<file path="src/rtl/dpi_result_checker.sv">
// dpi_result_checker
//   Compares two result streams, for example a reference model and a DPI
//   model. Each channel buffers {data, tag} entries in its own in-order FIFO.
//   On every edge where both FIFOs hold an entry, both heads are popped
//   together and compared.
//
//   A pair matches only when both the data and the tag are equal. The
//   checker counts matches and mismatches with saturating counters, keeps
//   sticky error flags, and captures the first mismatching pair.
//
// Ports
//   clk_i, rst_i                       clock; synchronous active-high reset
//   a_valid_i/a_ready_o/a_data_i/a_tag_i  channel A entry handshake + payload
//   b_valid_i/b_ready_o/b_data_i/b_tag_i  channel B entry handshake + payload
//   match_cnt_o, mismatch_cnt_o        saturating pair counters (CNT_W bits)
//   err_o, tag_err_o                   sticky mismatch / tag-difference flags
//   err_data_a_o, err_data_b_o, err_tag_o  first mismatching pair (A data,
//                                      B data, A tag)
//   idle_o                             both FIFOs empty

// Per-channel FIFO. Ready (~full_o) and empty_o depend only on registered
// occupancy, so no input ever reaches them combinationally.
module dpi_result_checker_fifo #(
    parameter int DEPTH = 4,
    parameter int W     = 64
) (
    input  logic         clk_i,
    input  logic         rst_i,
    input  logic         push_i,
    input  logic [W-1:0] din_i,
    input  logic         pop_i,
    output logic [W-1:0] dout_o,
    output logic         full_o,
    output logic         empty_o
);
    localparam int AW = $clog2(DEPTH);

    logic [W-1:0]  mem [DEPTH];
    logic [AW-1:0] wptr, rptr;
    logic [AW:0]   cnt;

    // DEPTH is a power of two, so natural pointer overflow wraps modulo DEPTH.
    always_ff @(posedge clk_i) begin
        if (rst_i) begin
            wptr <= '0;
            rptr <= '0;
            cnt  <= '0;
        end else begin
            if (push_i) wptr <= wptr + 1'b1;
            if (pop_i)  rptr <= rptr + 1'b1;
            case ({push_i, pop_i})
                2'b10:   cnt <= cnt + 1'b1;
                2'b01:   cnt <= cnt - 1'b1;
                default: cnt <= cnt;
            endcase
        end
    end

    always_ff @(posedge clk_i) begin
        if (push_i) mem[wptr] <= din_i;
    end

    assign dout_o  = mem[rptr];
    assign full_o  = (cnt == (AW+1)'(DEPTH));
    assign empty_o = (cnt == '0);
endmodule


</file>
<file path="config.mk">
export PLATFORM = sky130hd
export DESIGN_NAME = dpi_result_checker_fifo
export DESIGN_NICKNAME = d
export VERILOG_FILES = /design/src/rtl/dpi_result_checker.sv
export SDC_FILE = /design/constraint.sdc
export NUM_CORES = 1
export LEC_CHECK = 0
export CORE_MARGIN = 2
export CORE_UTILIZATION = 55
export DETAILED_ROUTE_END_ITERATION = 10
export PLACE_DENSITY = 0.77
export SYNTH_ARGS = -nofsm -noshare
export SYNTH_HDL_FRONTEND = slang
export SYNTH_SLANG_ARGS = --single-unit
</file>
<file path="constraint.sdc">
create_clock -name clk_i -period 7.4 [get_ports clk_i]
set_input_delay 1.48 -clock clk_i [delete_from_list [all_inputs] [get_ports clk_i]]
set_output_delay 1.48 -clock clk_i [all_outputs]
set_load 0.05 [all_outputs]
</file>
==> metrics.csv <==
metric;value;unit
hold_ws;0.518;ns
htree_levels;1;
cap_violations;0;
cts_hold_buf;0;
worstSkewPairLatency;0.50;ns
syn_to_final_growth;23.7;%
grt_pass1_wl;24900;um
ys_ff_latch;265;
critPathLaunchType;flop;
grt_max_degree;65;
mostFrequentLayoutCell;edfxtp_1;
setup_ws;2.61;ns
cp_max_fo;37;
final_cell_mix;edfxtp_1 (256), clkdlybuf4s50_1 (133), mux4_2 (60);
drc;0;
antenna_found_initial;2;
hp-class;reg2reg;
grt_use_total;17.7;%
core-area;17300;um2
drtIter0Drc;285;
syn_inst;381;
pin_count;134;
die_x;137;um
drtPass1Iterations;4;
max_freq;209;MHz
cts_made_buffers;26;
vias_per_cell;5.65;
seq_area_frac_synth;80.7;%
n_antenna_cell;0;
hold_viol;0;
mappedNetlistArea;9740;um2
yosys.area.top_type;edfxtp_1;
relSlewSlack;34.2;%
fin_crit;4.79;ns
hpwl;9540;um
avgSynthCellArea;25.6;um2
timing.final.crit_share;64.7;%
dp_slack;3.02;ns
pwr_density_cell;295;nW/um2
grt_pass1_vias;4437;
gp_congestion;0.682;
gr-total-overflow;0;
maxSlewViolCount;0;
wl_per_cell;21.4;um
tightest_slew;0.987;ns
worstSetupPathType;reg2out;
synth_top_area_share;78.9;%
root_buffer;clkbuf_16;
status;complete, no violations;
nets;602;
dieArea;18800;um2
num_vias;4359;
cp-end-kind;output pin;
cts_tree;yes;
yosysWarnings;0;
setup_tns;0;ns
p_leak;3.86;nW
setup_violations;0;
die_y;137;um
required;5.92;ns
rsz0062_at_grt;no;
clock_path_buffers;3;
antenna_left;0;
drive_above_1_share;19.0;%
post_cts_buffers;0;
drt-total-wl;16600;um
io_buffers;133;
clock_skew;0.00643;ns
rows;48;
irDropWorstVdd;244;uV
ys_types;23;
clk_pin_slew;0.06;ns
cts_resized;0;
syn_nets;455;
synthTopCellsByArea;edfxtp_1 (79%), mux4_2 (14%), dfxtp_1 (1.8%);
worstPathArrival;3.31;ns
start_util;56.3;%
cts.sinks;265;
-- routing by layer --
layer / track usage (%) / share of wire [%] / vias up
met5: 0 / 0.16 / -
met4: 5.04 / 2.0 / 4
met3: 3.56 / 6.8 / 34
met2: 27.8 / 49 / 161
met1: 25.8 / 42 / 2248
li1: - / - / 1912
-- metrics by stage --
step	util, %	total power, mW	area [um2]	std cells
global route	69.7	3.67	12100	772
global placement	64.8	2.32	11200	725
detailed placement	64.8	2.33	11200	725
finish	69.7	3.56	12100	772
CTS	69.7	3.59	12100	772
floorplan	-	2.15	9740	381
-- area by class of cell --
class / instances / area (um2)
Clock buffer: 38 / 747
Inverter: 6 / 22.5
Timing Repair Buffer: 134 / 1340
Clock inverter: 9 / 98.8
Sequential cell: 265 / 7880
Multi-Input combinational cell: 95 / 1690
Fill cell: 1010 / 5240
Tap cell: 225 / 282
-- cells by family after synthesis --
kind of cell	count (synthesis)	share of synthesized area, %
compound gates	3	0.154
xor+xnor	5	0.449
fa+ha+maj	6	0.847
buf+inv	21	1.98
flops	265	80.7
mux	65	15.0
simple gates	16	0.783
-- critical path, stage by stage (launching register included) --
cell and delay, ns:
dfxtp_4 0.84, buf_4 0.58, mux4_1 0.63, clkdlybuf4s50_1 0.71
-- final timing paths --
path | startpoint | to | slack (ns) | depth (start not counted)
worst max-delay path | flop | dout_o[56] | 2.61 | 3
worst min-delay path | cnt[2] | cnt[2] | 0.52 | 2
worst max register to register | wptr[0] | mem[3][48] | 5.57 | 2
worst min register to register | cnt[2] | cnt[2] | 0.52 | 2
-- power breakdown --
part / internal (mW) / switching, mW
Clock: 0.769 / 0.502
Combinational: 0.209 / 0.316
Sequential: 1.72 / 0.0413
Total: 2.70 / 0.859
-- cells in the mapped netlist --
cell type	n
a21oi_1	2
and2_1	4
and3_1	1
buf_12	6
buf_2	6
buf_6	1
clkbuf_1	1
clkbuf_2	1
dfxtp_1	9
edfxtp_1	256
fa_1	1
ha_1	5
inv_1	6
mux2i_1	1
mux4_1	4
mux4_2	60
nand2_1	1
nor2_1	8
nor3_1	1
o21ai_0	1
or3_1	1
xnor2_1	2
xor2_1	3
-- sequential cells by signal (all words and copies together), names as in the netlist, named ones only --
signal and cells:
rptr 2, mem 256, cnt 3, wptr 2
No activity file was read; power rests on OpenSTA's default activity.
